**config.mk**
```make
export PLATFORM = sky130hd
export DESIGN_NAME = dmem_port_arbiter
export DESIGN_NICKNAME = d
export VERILOG_FILES = /design/src/rtl/dmem_port_arbiter.sv
export SDC_FILE = /design/constraint.sdc
export NUM_CORES = 1
export LEC_CHECK = 0
export CAP_MARGIN = 0
export CORE_MARGIN = 2
export CORE_UTILIZATION = 38
export CTS_CLUSTER_SIZE = 20
export DETAILED_ROUTE_END_ITERATION = 7
export PLACE_DENSITY = 0.93
export SYNTH_ARGS = -nofsm -noshare
export SYNTH_HDL_FRONTEND = slang
export SYNTH_SLANG_ARGS = --single-unit
```
**constraint.sdc**
```tcl
create_clock -name clk -period 4.2 [get_ports clk]
set_clock_uncertainty 0.1 [all_clocks]
set_input_delay 1.26 -clock clk [delete_from_list [all_inputs] [get_ports clk]]
set_output_delay 1.26 -clock clk [all_outputs]
set_load 0.01 [all_outputs]
```
**src/rtl/dmem_port_arbiter.sv**
```systemverilog
// Arbitrates the single-port data memory between the core memory stage and the debug port.
// Optional perf counters (perf_conflicts, perf_dbg_stall) are built when DMEM_ARB_PERF_EN is defined.
module dmem_port_arbiter #(
    parameter int ADDR_W   = 10,
    parameter int DATA_W   = 32,
    parameter int MAX_WAIT = 8
) (
    input  logic                clk,
    input  logic                rst_BF,
    input  logic                core_req,
    input  logic                core_we,
    input  logic [ADDR_W-1:0]   core_addr,
    input  logic [DATA_W-1:0]   core_wdata,
    input  logic [DATA_W/8-1:0] core_be,
    output logic                core_gnt,
    output logic                core_rvalid,
    output logic [DATA_W-1:0]   core_rdata,
    input  logic                dbg_req,
    input  logic                dbg_we,
    input  logic                dbg_lock,
    input  logic [ADDR_W-1:0]   dbg_addr,
    input  logic [DATA_W-1:0]   dbg_wdata,
    output logic                dbg_gnt,
    output logic                dbg_rvalid,
    output logic [DATA_W-1:0]   dbg_rdata,
    output logic                dbg_locked,
    output logic                mem_en,
    output logic                mem_we,
    output logic [DATA_W/8-1:0] mem_be,
    output logic [ADDR_W-1:0]   mem_addr,
    output logic [DATA_W-1:0]   mem_wdata,
    input  logic [DATA_W-1:0]   mem_rdata
`ifdef DMEM_ARB_PERF_EN
    ,
    output logic [31:0]         perf_conflicts,
    output logic [31:0]         perf_dbg_stall
`endif
);

    localparam logic [7:0] MAX_W = 8'(MAX_WAIT);

    typedef enum logic [1:0] {
        ARB_CORE,
        ARB_STARVE,
        ARB_LOCK
    } arb_state_e;

    arb_state_e        state_q;
    logic [7:0]        wait_cnt_q, wait_cnt_d;
    logic              rd_pend_q;
    logic              rd_owner_q;
    logic [DATA_W-1:0] core_rdata_q, dbg_rdata_q;
    logic              lock_now;
    logic              dbg_first;

    // A held lock only applies while dbg_lock stays high; the release cycle arbitrates as ARB_CORE.
    always_comb begin
        lock_now  = (state_q == ARB_LOCK) && dbg_lock;
        dbg_first = lock_now || (state_q == ARB_STARVE);
        dbg_gnt   = !rst_BF && dbg_req && (dbg_first || !core_req);
        core_gnt  = !rst_BF && core_req && !lock_now && !(dbg_req && dbg_first);
    end

    always_comb begin
        mem_en    = 1'b0;
        mem_we    = 1'b0;
        mem_be    = '0;
        mem_addr  = '0;
        mem_wdata = '0;
        if (core_gnt) begin
            mem_en    = 1'b1;
            mem_we    = core_we;
            mem_be    = core_be;
            mem_addr  = core_addr;
            mem_wdata = core_wdata;
        end else if (dbg_gnt) begin
            mem_en    = 1'b1;
            mem_we    = dbg_we;
            mem_be    = '1;
            mem_addr  = dbg_addr;
            mem_wdata = dbg_wdata;
        end
    end

    always_comb begin
        wait_cnt_d = wait_cnt_q;
        if (dbg_gnt) begin
            wait_cnt_d = '0;
        end else if (dbg_req) begin
            if (wait_cnt_q < MAX_W) wait_cnt_d = wait_cnt_q + 8'd1;
        end else if (state_q == ARB_STARVE) begin
            wait_cnt_d = '0;
        end
    end

    always_ff @(posedge clk) begin
        if (rst_BF) begin
            state_q      <= ARB_CORE;
            wait_cnt_q   <= '0;
            rd_pend_q    <= 1'b0;
            rd_owner_q   <= 1'b0;
            core_rdata_q <= '0;
            dbg_rdata_q  <= '0;
        end else begin
            wait_cnt_q <= wait_cnt_d;
            rd_pend_q  <= (core_gnt && !core_we) || (dbg_gnt && !dbg_we);
            rd_owner_q <= dbg_gnt;
            if (core_rvalid) core_rdata_q <= mem_rdata;
            if (dbg_rvalid)  dbg_rdata_q  <= mem_rdata;
            case (state_q)
                ARB_CORE, ARB_STARVE: begin
                    if (dbg_gnt && dbg_lock)    state_q <= ARB_LOCK;
                    else if (wait_cnt_d == MAX_W) state_q <= ARB_STARVE;
                    else                        state_q <= ARB_CORE;
                end
                ARB_LOCK: begin
                    if (!dbg_lock) state_q <= (wait_cnt_d == MAX_W) ? ARB_STARVE : ARB_CORE;
                end
                default: state_q <= ARB_CORE;
            endcase
        end
    end

    // Read data passes straight through in the return cycle; the held copy covers idle cycles.
    always_comb begin
        core_rvalid = !rst_BF && rd_pend_q && !rd_owner_q;
        dbg_rvalid  = !rst_BF && rd_pend_q && rd_owner_q;
        core_rdata  = rst_BF ? '0 : (core_rvalid ? mem_rdata : core_rdata_q);
        dbg_rdata   = rst_BF ? '0 : (dbg_rvalid ? mem_rdata : dbg_rdata_q);
        dbg_locked  = !rst_BF && (state_q == ARB_LOCK);
    end

`ifdef DMEM_ARB_PERF_EN
    always_ff @(posedge clk) begin
        if (rst_BF) begin
            perf_conflicts <= '0;
            perf_dbg_stall <= '0;
        end else begin
            if (core_req && dbg_req)  perf_conflicts <= perf_conflicts + 32'd1;
            if (dbg_req && !dbg_gnt)  perf_dbg_stall <= perf_dbg_stall + 32'd1;
        end
    end
`endif

endmodule

```
== After elaboration in Yosys (flattened, before gate mapping) ==
Cells that the tools add are included.

* Magnitude comparators: 1
* Mux-type cells: 22
* Add/subtract/negate cells: 1
* Reduce and logical (&&, ||, !) cells: 26
* Equality and inequality tests: 4

{| class="wikitable"
|+ Operators by type and width
! operator !! number
|-
| 32-bit 2-to-1 mux || 6
|-
| 8-bit 2-to-1 mux || 4
|-
| 10-bit 2-to-1 mux || 2
|-
| 1-bit logical AND || 14
|-
| 8-bit by 1-bit adder with 8-bit output, second input constant || 1
|-
| 8-bit by 4-bit == test with 1-bit output, second input constant || 1
|-
| 8-bit by 4-bit < comparator with 1-bit output, second input constant || 1
|-
| 4-bit 2-to-1 mux || 2
|-
| 1-bit zero test || 7
|-
| 1-bit 2-to-1 mux || 5
|-
| 2-bit 2-to-1 mux || 2
|-
| 2-bit case mux with 2 select lines || 1
|-
| 1-bit logical OR || 3
|-
| 2-bit by 1-bit == test with 1-bit output, second input constant || 1
|-
| 2-bit == test, second input constant || 1
|-
| 2-bit zero test || 1
|-
| 2-bit != test, second input constant || 1
|-
| 2-bit OR reduction || 1
|}

* Register bits after elaboration: 76
* Word-level logic and storage cells: 60
* Bits of input ports: 127

== Depth between registers and ports, before layout ==
Gate-level depths: netlist (run 1).

* Word-level depth: 10
* Depth in mapped cells: 6
* Depth with buffers taken out: 5

== Worst setup path before layout (run 1) ==
OpenSTA, ideal clock, no wires.

* Path type: input -> output
* From: input dbg_lock
* To: output mem_addr[0]
* Stages on the path: 5
* Setup slack: 0.497 ns
* Arrival: 2.343 ns
* Path through: and3b_1 > o31ai_4 > inv_4 > buf_6 > a22o_1

* Word-level cells in the longest chain between the ends: 6

{| class="wikitable"
|+ Ends and longest elaborated chain
! what !! line !! RTL
|-
| start: declaration || 20 || <nowiki>input logic dbg_lock,</nowiki>
|-
| 1-bit logical AND || 58 || <nowiki>lock_now = (state_q == ARB_LOCK) && dbg_lock;</nowiki>
|-
| 1-bit logical OR || 59 || <nowiki>dbg_first = lock_now || (state_q == ARB_STARVE);</nowiki>
|-
| 1-bit logical OR || 60 || <nowiki>dbg_gnt = !rst_BF && dbg_req && (dbg_first || !core_req);</nowiki>
|-
| 1-bit logical AND || 60 ||
|-
| via dbg_gnt || 23 || <nowiki>output logic dbg_gnt,</nowiki>
|-
| 10-bit 2-to-1 mux || 76 || <nowiki>end else if (dbg_gnt) begin</nowiki>
|-
| 10-bit 2-to-1 mux || 70 || <nowiki>if (core_gnt) begin</nowiki>
|-
| end: declaration || 30 || <nowiki>output logic [ADDR_W-1:0] mem_addr,</nowiki>
|}

The timed path passes the listed nets, and every way through them passes these cells.

== Worst setup path after layout (run 1) ==
* From: input core_req
* To: output mem_addr[9]

* Word-level cells in the longest chain between the ends: 5

{| class="wikitable"
|+ Ends and longest elaborated chain
! what !! line !! RTL
|-
| start: declaration || 10 || <nowiki>input logic core_req,</nowiki>
|-
| 1-bit zero test || 60 ||
|-
| 1-bit logical OR || 60 ||
|-
| 1-bit logical AND || 60 ||
|-
| 10-bit 2-to-1 mux || 76 ||
|-
| 10-bit 2-to-1 mux (*) || 70 ||
|}

Every way passes the cells marked *; elsewhere a longest branch is shown, timed or not.

==> results of run 1 <==
==> worst reg2reg max path, stage by stage (launching register included) <==
cell and delay (ps):
dfxtp_1 410, and3b_2 260, o31ai_4 250, buf_6 140
buf_6 110, clkinv_8 70, buf_2 170, buf_4 150
buf_4 130, nor3_4 150, nor4b_2 200
==> cell families (layout without fill, tap and decap cells) <==
| family | after synthesis | in the layout |
|---|---|---|
| multiplexers | 1 | 1 |
| XOR/XNOR | 1 | 1 |
| adder cells (fa/ha/maj) | 1 | 1 |
| buffers and inverters | 38 | 313 |
| flip-flops | 76 | 76 |
| AND/OR/NAND/NOR | 196 | 196 |
| AO/OA/AOI/OAI | 88 | 88 |
==> state kept, by name, indices dropped and copies added, names as in the netlist <==
signal	cells
dbg_rdata_q	32
wait_cnt_q	8
state_q	2
core_rdata_q	32
rd_pend_q	1
rd_owner_q	1
==> area by class of cell <==
cell class / instances / area [sq um]
sequential: 76 / 1520
timing repair buffer: 287 / 2770
clock buffer: 10 / 138
fill: 660 / 2270
inverter: 8 / 37.5
clock inverter: 6 / 68.8
multi-input combinational: 287 / 1750
tap: 108 / 135
timing repair inverter: 2 / 22.5
==> routing by layer <==
metal / routed length [um] / up-vias / global-route usage (%)
li1: - / 1907 / -
met1: 6510 / 1963 / 39.7
met2: 7850 / 253 / 54.0
met3: 1770 / 46 / 11.9
met4: 516 / 2 / 10.0
met5: 11 / - / 0
==> what timing repair did <==
item / CTS / global route
setup endpoints to repair: 64 / 103
pin swaps: 9 / 4
gates resized for setup: 161 / 63
hold endpoints to repair: 0 / 0
buffers inserted: 13 / 7
hold buffers: 0 / 0
gates cloned: 4 / 1
==> worst max-delay path by stage <==
stage / startpoint / end / slack, ps / depth (start not counted)
after floorplan: dbg_lock / mem_addr[0] / 500 / 5
after global placement: dbg_lock / mem_wdata[26] / -580 / 7
after detailed placement: dbg_lock / mem_wdata[29] / -640 / 7
final: core_req / mem_addr[9] / -50 / 9
after CTS: rst_BF / dbg_rdata[0] / -10 / 8
after global routing: rst_BF / dbg_rdata[12] / -90 / 8
==> stage by stage <==
step	cell area (sq um)	worst slack, ps	TNS, ps	util [%]
floorplan	3400	497	0	-
global placement	6030	-576	-23600	69.1
detailed placement	6030	-637	-25920	69.1
CTS	6360	-12.9	-28.6	72.9
global route	6450	-92.2	-1900	73.9
finish	6450	-46.5	-218	73.9
==> cell usage in the layout (no fill, tap or decap), types with 2 or more instances in the layout <==
cell and count:
and2_1 3, dfxtp_1 76, clkbuf_8 10, inv_6 2, clkbuf_2 9, inv_1 7, buf_4 30, nand2b_1 33
nor2_1 4, buf_12 4, buf_6 13, nor3b_1 2, a22o_1 42, nand2_1 107, dlygate4sd2_1 5, clkdlybuf4s15_1 4
a22o_4 2, clkdlybuf4s50_1 156, dlymetal6s2s_1 33, nor3_1 3, nand3b_1 33, nor4b_2 2, o21ai_0 35, buf_2 30
==> power groups by stage <==
stage | Combinational [W] | Clock (W) | Sequential, W
2_1_floorplan | 0.000123 | 0 | 0.000764
3_3_place_gp | 0.000384 | 0 | 0.000765
3_5_place_dp | 0.000388 | 0 | 0.000767
4_1_cts | 0.000399 | 0.000595 | 0.000750
5_1_grt | 0.000422 | 0.000624 | 0.000752
6_report | 0.000402 | 0.000587 | 0.000750
==> results.yml, run 1 <==
run_status:
  status: "complete, but fails checks"
  violations: "negative setup slack"
power:
  clkPwrFrac_pct: 33.8
  p_per_area_nw_per_um2: 270
  pwr-share-comb_pct: 23.1
  power.switching_w: 0.000469
  p_int_w: 0.00127
  peakVddDrop_mv: 0.208
  leakage_nw: 3.30
  p_seq_share_pct: 43.1
  total_power_w: 0.00174
  p_sw_share_pct: 27.0
floorplanning:
  floorplan.core_area_sq_um: 8720
  die_h_um: 98.7
  num_rows: 34
  ios: 244
  start_util_pct: 39.0
  die_w_um: 98.7
  die_area_sq_um: 9730
timing:
  worst_pin_slew_ps: 524
  relSlewSlack_pct: 65.0
  layout_setup_ws_ps: -46.5
  hold_viol_final: 0
  setup_violations: 10
  max_freq_ghz: 0.235
  min_period_ps: 4250
  holdWs_ps: 365
  finalCritPeriodShare_pct: 101
  rsz0062_at_grt: "yes"
  maxSlewViolCount: 0
worst_hold_path:
  min_from: "wait_cnt_q[5]$_SDFF_PP0_"
  hp-class: "reg2reg"
  min_to: "wait_cnt_q[5]$_SDFF_PP0_"
  hold_depth: 1
clock_network:
  clock-sinks: 76
  cts-buffers-inserted: 9
  clk_latency_ps: 340
  root_buffer: "clkbuf_8"
  htreeDepth: 3
  cts_tree: "built"
  clockBufferDepth: 2
  cts.clk_slew.worst_paths_ps: 90
final_layout:
  stdcell_count: 784
  num_antenna_cells: 0
  final_nets: 799
  drive_gt1_share_pct: 17.9
  syn_to_final_growth_pct: 89.3
critical_path:
  start_kind: "input pin"
  cpPeakStageDelay_ps: 330
  reg2reg_from: "state_q[0]$_SDFFE_PP0P_"
  reg2reg_slack_ps: 1990
  path_max_fanout: 7
  crit_slowest_cell: "dlygate4sd2_1"
  critPathKind: "in2out"
  path_cells: "dlygate4sd2_1, inv_1, o31ai_4, buf_6, buf_6, clkinv_8, buf_2, a22o_1, buf_2"
  cp_data_arrival_time_ps: 2890
  r2r_end: "state_q[0]$_SDFFE_PP0P_"
  cp-end-kind: "output port"
  cp_top_family: "buffers and inverters"
  worstPathRequired_ps: 2840
  reg2regPathDepth: 10
  worstPathBufferInverterCount: 7
synth:
  synth.most_common_cell: "nand2_1"
  netlist.area_leader.share_pct: 44.7
  synthAdderAreaFrac_pct: 0.368
  ys.flop_type: "dfxtp_1"
  avgSynthCellArea_sq_um: 8.49
  yosys_warnings: 0
  yosysUniqueCellTypes: 35
  synthTopCellsByArea: "dfxtp_1, nand2_1, a22o_1"
  synth_edf_count: 0
  yosys.area_share.simple_pct: 29.9
  synth-seq-cells: 76
  muxShareOfSynthArea_pct: 0.294
  synth_area_leader_cell: "dfxtp_1"
  ys_seq_area_share_pct: 44.7
  synth-compound-area-share_pct: 19.1
  syn_inst: 401
  synth_top_family_by_area: "simple AND/OR/NAND/NOR gates"
  synth_xor_area_share_pct: 0.257
  netlist_area_sq_um: 3400
  syn-num-nets: 529
  synthTopCellsByCount: "nand2_1, dfxtp_1, a22o_1, o21ai_0, nand2b_1"
  synthArstFlopShare_pct: 0
grt:
  antenna_found_initial: 1
  grt_max_degree: 37
  grt_usage_pct: 32.6
  grt_pass1_vias: 4286
  grt-ovfl-total: 0
  grt_pass1_wl_um: 24300
placement:
  hpwl_um: 11900
  portBuffers: 243
  placed_cells: 745
  gp_congestion: 1.05
detailed_routing:
  drt_iter0_drc: 271
  vias_per_cell: 5.32
  vias: 4171
  drc_errors: 0
  drt_pre_antenna_iters: 5
  wl_um: 16700
  ant_nets: 0
  wl_per_cell_um: 21.2
flow_run:
  cap_viol_max_count: 0
No activity file was read; power rests on OpenSTA's default activity.
==> inputs of run 2 (changes only) <==
--- a/config.mk
+++ b/config.mk
@@ -10,7 +10,7 @@
 export CORE_UTILIZATION = 38
 export CTS_CLUSTER_SIZE = 20
 export DETAILED_ROUTE_END_ITERATION = 7
-export PLACE_DENSITY = 0.93
+export PLACE_DENSITY = 0.95
 export SYNTH_ARGS = -nofsm -noshare
 export SYNTH_HDL_FRONTEND = slang
 export SYNTH_SLANG_ARGS = --single-unit
==> run 2 against run 1 <==
  * Cell count fell by 2.0%
  * The run now ends clean
  * Wire length fell by 14%
  * Sequential power barely moved
  * Global-route usage fell by 5.0 points
  * Die area did not move
  * Critical path depth fell by 2
  * Fmax rose by 2.3%
  * Worst setup slack improved by 94 ps
  * Flip-flop and latch count did not move
  * Worst hold slack improved by 2.4 ps
  * Combinational power fell by 5%
==> results.yml, run 2 (same netlist as run 1, synthesis figures left out) <==
final_layout:
  mostFrequentLayoutCells: "clkdlybuf4s50_1, nand2_1, dfxtp_1"
  final_common_cell: "clkdlybuf4s50_1"
  syn_to_final_growth_pct: 86.3
  drive_gt1_share_pct: 15.2
  top_regs: "core_rdata_q: 32 flops, dbg_rdata_q: 32 flops, wait_cnt_q: 8 flops"
  final_nets: 782
  fin_area_sq_um: 6340
detailed_routing:
  wl_per_cell_um: 18.7
  wl_um: 14400
  vias_per_cell: 5.13
  drt_pre_antenna_iters: 4
  drc_errors: 0
  vias: 3941
  drt_iter0_drc: 123
  ant_nets: 0
critical_path:
  start_kind: "input pin"
  reg2regPathDepth: 7
  r2r_end: "state_q[0]$_SDFFE_PP0P_"
  critPathKind: "in2out"
  path_max_fanout: 16
  cp_data_arrival_time_ps: 2790
  worstPathRequired_ps: 2840
  reg2reg_from: "state_q[0]$_SDFFE_PP0P_"
  reg2reg_slack_ps: 2190
  cp_top_family: "buffers and inverters"
  crit_slowest_cell: "clkdlybuf4s50_1"
  cp-end-kind: "output port"
  cpPeakStageDelay_ps: 590
  path_cells: "buf_2, nor3b_4, buf_4, buf_6, nand2_1, o21ai_0, clkdlybuf4s50_1"
  worstPathBufferInverterCount: 4
timing:
  setup_violations: 0
  hold_viol_final: 0
  layout_setup_ws_ps: 48.0
  min_period_ps: 4150
  max_freq_ghz: 0.241
  holdWs_ps: 367
  maxSlewViolCount: 0
  relSlewSlack_pct: 69.7
  setup_tns_ps: 0
  finalCritPeriodShare_pct: 98.9
  worst_pin_slew_ps: 454
worst_hold_path:
  hold_depth: 1
  min_from: "wait_cnt_q[5]$_SDFF_PP0_"
  min_to: "wait_cnt_q[5]$_SDFF_PP0_"
  hp-class: "reg2reg"
floorplanning:
  die_w_um: 98.7
  die_area_sq_um: 9730
  start_util_pct: 39.0
  num_rows: 34
  ios: 244
  floorplan.core_area_sq_um: 8720
  die_h_um: 98.7
placement:
  portBuffers: 243
  dpl-instance-area_sq_um: 6030
  dp_slack_ps: -554
  gp_congestion: 0.914
  hpwl_um: 10500
power:
  power.switching_w: 0.000448
  clkPwrFrac_pct: 33.6
  p_per_area_nw_per_um2: 269
  leakage_nw: 2.65
  pwr-share-comb_pct: 22.5
  peakVddDrop_mv: 0.206
  p_seq_share_pct: 44.0
  p_sw_share_pct: 26.3
  p_int_w: 0.00126
flow_run:
  cap_viol_max_count: 0
grt:
  grt_usage_pct: 27.5
  grt_pass1_vias: 3955
  grt_pass1_wl_um: 21000
  grt_max_degree: 66
  grt-ovfl-total: 0
  antenna_found_initial: 2
clock_network:
  root_buffer: "clkbuf_8"
  clk_latency_ps: 340
  htreeDepth: 3
  cts-buffers-inserted: 9
  clockBufferDepth: 2
  clock-sinks: 76
  cts.clk_slew.worst_paths_ps: 80
  cts_tree: "built"
run_status:
  status: "finished, final reports clean"
-- run 2: cell types whose count changed in the layout (fill, tap and decap cells not counted), moves of 2 or more --
cell | before | now
o21ai_1 | 0 | 3
a22o_1 | 42 | 44
buf_4 | 30 | 10
clkbuf_2 | 9 | 4
o21ai_0 | 35 | 32
a22o_4 | 2 | 0
clkdlybuf4s15_2 | 1 | 16
buf_16 | 1 | 3
buf_2 | 30 | 24
dlymetal6s2s_1 | 33 | 2
buf_6 | 13 | 9
clkdlybuf4s50_1 | 156 | 188
-- run 2: worst max path at each step --
stage          startpoint       endpoint  slack, ps  cells after the start
6_report           rst_BF  core_rdata[9]         50                      7
5_1_grt            rst_BF  core_rdata[3]         -5                      7
4_1_cts          dbg_lock  mem_wdata[26]        -30                      8
3_5_place_dp     dbg_lock  mem_wdata[30]       -550                      8
3_3_place_gp     dbg_lock    mem_addr[8]       -490                      7
2_1_floorplan    dbg_lock    mem_addr[0]        500                      5
-- run 2: what timing repair did --
| item | CTS | global route |
|---|---|---|
| cloned | 4 | 3 |
| hold buffers | 0 | 0 |
| gates resized for setup | 166 | 19 |
| pin swaps | 6 | 4 |
| buffers inserted | 2 | 3 |
| endpoints found under the setup margin | 50 | 70 |
-- run 2: metrics by stage --
stage / utilization [%] / cells / total power, W
after floorplan: - / 401 / 0.000887
after global placement: 69.2 / 739 / 0.00114
after detailed placement: 69.2 / 739 / 0.00115
after CTS: 71.8 / 761 / 0.00171
after global routing: 72.7 / 768 / 0.00178
final: 72.7 / 768 / 0.00171
-- run 2: area by class of cell --
cell class                      instances  area (sq um)
Timing Repair Buffer                  272          2720
Inverter                                8          35.0
Fill cell                             623          2380
Clock buffer                            9           124
Sequential cell                        76          1520
Clock inverter                          7          82.6
Multi-Input combinational cell        287          1720
Tap cell                              108           135
Antenna cell                            1          2.50
-- run 2: per-layer routing --
layer / part of all wire [%] / global-route usage, %
met5: 0.070 / 0
met4: 3.1 / 12.3
met3: 8.5 / 8.51
met2: 50 / 47.2
met1: 39 / 31.6
-- run 2: power by group through the flow --
| stage | sequential [W] | combinational (W) | clock [W] |
|---|---|---|---|
| 3_5_place_dp | 0.000767 | 0.000380 | 0 |
| 4_1_cts | 0.000750 | 0.000378 | 0.000584 |
| 5_1_grt | 0.000752 | 0.000405 | 0.000623 |
| 2_1_floorplan | 0.000764 | 0.000123 | 0 |
| 6_report | 0.000750 | 0.000383 | 0.000572 |
| 3_3_place_gp | 0.000765 | 0.000375 | 0 |
-- run 2: worst register-to-register path: cells and delay by family (launching register included) --
family                 cells  cell delay [ps]
and+or+nand+nor            2              710
DFF                        1              410
buffers and inverters      2              300
AOI/OAI and AO/OA          3              420
==> inputs of run 3 (changes only) <==
--- a/config.mk
+++ b/config.mk
@@ -5,12 +5,13 @@
 export SDC_FILE = /design/constraint.sdc
 export NUM_CORES = 1
 export LEC_CHECK = 0
+export ABC_AREA = 1
 export CAP_MARGIN = 0
 export CORE_MARGIN = 2
-export CORE_UTILIZATION = 38
+export CORE_UTILIZATION = 35
 export CTS_CLUSTER_SIZE = 20
 export DETAILED_ROUTE_END_ITERATION = 7
-export PLACE_DENSITY = 0.95
+export PLACE_DENSITY = 0.91
 export SYNTH_ARGS = -nofsm -noshare
 export SYNTH_HDL_FRONTEND = slang
 export SYNTH_SLANG_ARGS = --single-unit
==> constraint.sdc (replaced) <==
create_clock -name clk -period 4.44 [get_ports clk]
set_clock_uncertainty 0.1 [all_clocks]
set_input_delay 1.332 -clock clk [delete_from_list [all_inputs] [get_ports clk]]
set_output_delay 1.332 -clock clk [all_outputs]
set_load 0.01 [all_outputs]
==> run 3 against run 2 <==
  * The flow now finishes with violations (negative setup slack)
  * Critical path depth rose by 2
  * Sequential share of layout area up 0.65 points
  * Die area up 7.8%
  * Synthesized cell count rose by 9.7%
  * Worst hold slack improved by 14 ps
  * Clock power is 10% lower
  * Global-route usage is 0.88 points lower
  * Cell count grew 7.7%
  * Core utilization shrank 6.5 points
  * Total power decreased by 8.1%
  * Register-to-register slack better by 590 ps
  * Worst setup slack got worse by 96 ps
  * Critical path type unchanged
  * Critical endpoint is now mem_wdata[0]
==> results.yml, run 3 <==
timing:
  hold_viol_final: 0
  max_freq_ghz: 0.223
  maxSlewViolCount: 0
  worst_pin_slew_ps: 261
  min_period_ps: 4490
  rsz0062_at_grt: "yes"
  setup_violations: 7
  layout_setup_ws_ps: -48.4
  setup_tns_ps: -142
  relSlewSlack_pct: 82.6
  finalCritPeriodShare_pct: 101
clock_network:
  clockBufferDepth: 2
  cts.clk_slew.worst_paths_ps: 90
  clk_latency_ps: 340
  clock-sinks: 76
  cts-buffers-inserted: 9
  cts_tree: "built"
  holdBufCountCts: 0
  root_buffer: "clkbuf_8"
  htreeDepth: 3
synth:
  syn_inst: 440
  yosysUniqueCellTypes: 27
  synth.most_common_cell: "nand2_1"
  yosys_warnings: 0
  synth_area_leader_cell: "dfxtp_1"
  synth-seq-cells: 76
  synthTopCellsByArea: "dfxtp_1, nand2_1, a22o_1"
  netlist_area_sq_um: 3390
  synthTopCellsByCount: "nand2_1, dfxtp_1, o21ai_0, a22o_1, nor2_1"
  synthArstFlopShare_pct: 0
  ys.flop_type: "dfxtp_1"
  ys_seq_area_share_pct: 44.9
  avgSynthCellArea_sq_um: 7.71
  netlist.area_leader.share_pct: 44.9
  syn-num-nets: 568
  synth_edf_count: 0
detailed_routing:
  vias: 4115
  ant_nets: 0
  drt_pre_antenna_iters: 5
  drc_errors: 0
  wl_um: 15100
  drt_iter0_drc: 233
  wl_per_cell_um: 18.2
  vias_per_cell: 4.98
grt:
  busiest_layer: "met2"
  grt_pass1_wl_um: 21000
  met3_usage_pct: 7.93
  grt.met1_usage_pct: 29.7
  grt-ovfl-total: 0
  grtUsageMet2_pct: 47.9
  grt_usage_pct: 26.7
  antenna_found_initial: 0
  grt_pass1_vias: 3969
  grt_max_degree: 66
final_layout:
  final_common_cell: "nand2_1"
  drive_gt1_share_pct: 14.9
  final_nets: 822
  fin_util_pct: 66.2
  top_regs: "core_rdata_q: 32 flops, dbg_rdata_q: 32 flops, wait_cnt_q: 8 flops"
  num_antenna_cells: 0
  syn_to_final_growth_pct: 82.1
  mostFrequentLayoutCells: "nand2_1, clkdlybuf4s50_1, dfxtp_1"
  n_fill_cell: 790
placement:
  hpwl_um: 11300
  portBuffers: 243
  gp_congestion: 0.919
critical_path:
  cp-end-kind: "output port"
  reg2regPathDepth: 11
  r2r_end: "state_q[0]$_SDFFE_PP0P_"
  critPathKind: "in2out"
  worstPathRequired_ps: 3010
  cpPeakStageDelay_ps: 460
  crit_slowest_cell: "clkdlybuf4s50_1"
  worstPathBufferInverterCount: 6
  path_max_fanout: 24
  start_kind: "input pin"
  path_cells: "clkdlybuf4s50_1, inv_2, buf_4, nand3_2, nor2_4, buf_4, buf_12, a22o_1, clkdlybuf4s15_2"
  cp_data_arrival_time_ps: 3060
  cpMostUsedCell: "buf_4"
  reg2reg_slack_ps: 2780
  reg2reg_from: "state_q[0]$_SDFFE_PP0P_"
  cp_top_family: "buffers and inverters"
floorplanning:
  die_h_um: 102
  floorplan.core_area_sq_um: 9330
  ios: 244
  start_util_pct: 36.4
  die_w_um: 102
  num_rows: 35
  die_area_sq_um: 10500
power:
  leakage_nw: 2.84
  peakVddDrop_mv: 0.172
  p_per_area_nw_per_um2: 254
worst_hold_path:
  min_from: "dbg_rdata_q[29]$_DFF_P_"
  hp-class: "reg2reg"
  min_to: "dbg_rdata_q[29]$_DFF_P_"
  hold_depth: 2
flow_run:
  cap_viol_max_count: 0
run_status:
  violations: "negative setup slack"
  status: "complete, but fails checks"
## run 3: changes by cell type in the layout (fill, tap and decap cells not counted), sizes merged, moves of 30 or more
cell,delta
clkdlybuf4s50,-60
dlygate4sd2,+66
nand2,+55
nand2b,-34
nand3b,-33
o21ai,+30
## run 3: worst max path at each step
stage | startpoint | end | slack, ps | depth (start not counted)
global placement | rst_BF | core_rdata[5] | -220 | 8
CTS | rst_BF | mem_wdata[0] | -2 | 9
detailed placement | rst_BF | dbg_rdata[7] | -250 | 8
finish | rst_BF | mem_wdata[0] | -50 | 9
global route | rst_BF | mem_wdata[0] | -80 | 9
floorplan | rst_BF | core_rdata[0] | 700 | 6
## run 3: tightest hold or removal path: cells and delay by family (launching register included)
kind | cells | cell delay [ps]
AO/OA/AOI/OAI | 1 | 70
flip-flops | 1 | 310
AND/OR/NAND/NOR | 1 | 50
## run 3: layout make-up
type	count	area [sq um]	share of cell area, %
Multi-Input combinational cell	317	1610	26.0
Tap cell	129	161	2.61
Clock inverter	6	65.1	1.05
Clock buffer	9	124	2.01
Inverter	15	63.8	1.03
Timing Repair Buffer	274	2630	42.5
Sequential cell	76	1520	24.6
Timing Repair inverter	1	6.26	0.101
## run 3: power by group
part | switching [W] | internal, W | leakage [nW]
clock | 0.000257 | 0.000258 | 0.0955
combinational | 0.000149 | 0.000195 | 2.13
sequential | 0.00000746 | 0.000701 | 0.616
## run 3: through the flow
step	hold slack [ps]	area, sq um	cells	worst slack (ps)	power (W)
after floorplan	363	3390	440	702	0.000838
after global placement	389	6000	799	-219	0.00108
after detailed placement	390	6000	799	-246	0.00108
after CTS	397	6170	820	-1.95	0.00158
after global routing	404	6170	827	-78.4	0.00163
final	382	6170	827	-48.4	0.00157
## run 3: logic make-up after synthesis
logic type / count (synthesis) / synth area share [%]
compound gates: 114 / 21.8
buf+inv: 47 / 8.23
fa+ha+maj: 1 / 0.369
flops: 76 / 44.9
simple gates: 202 / 24.7
## run 3: metal layers
metal / vias to the layer above / part of all wire [%]
met5: - / 0
met4: 0 / 3.2
met3: 32 / 7.6
met2: 194 / 50
met1: 1915 / 39
li1: 1974 / -
## run 3: timing repair
action / in CTS / in global routing
hold endpoints to repair: 0 / 0
setup buffers: 3 / 3
cloned: 3 / 4
endpoints found under the setup margin: 115 / 67
pin swaps: 2 / 1
gates resized for setup: 152 / 84
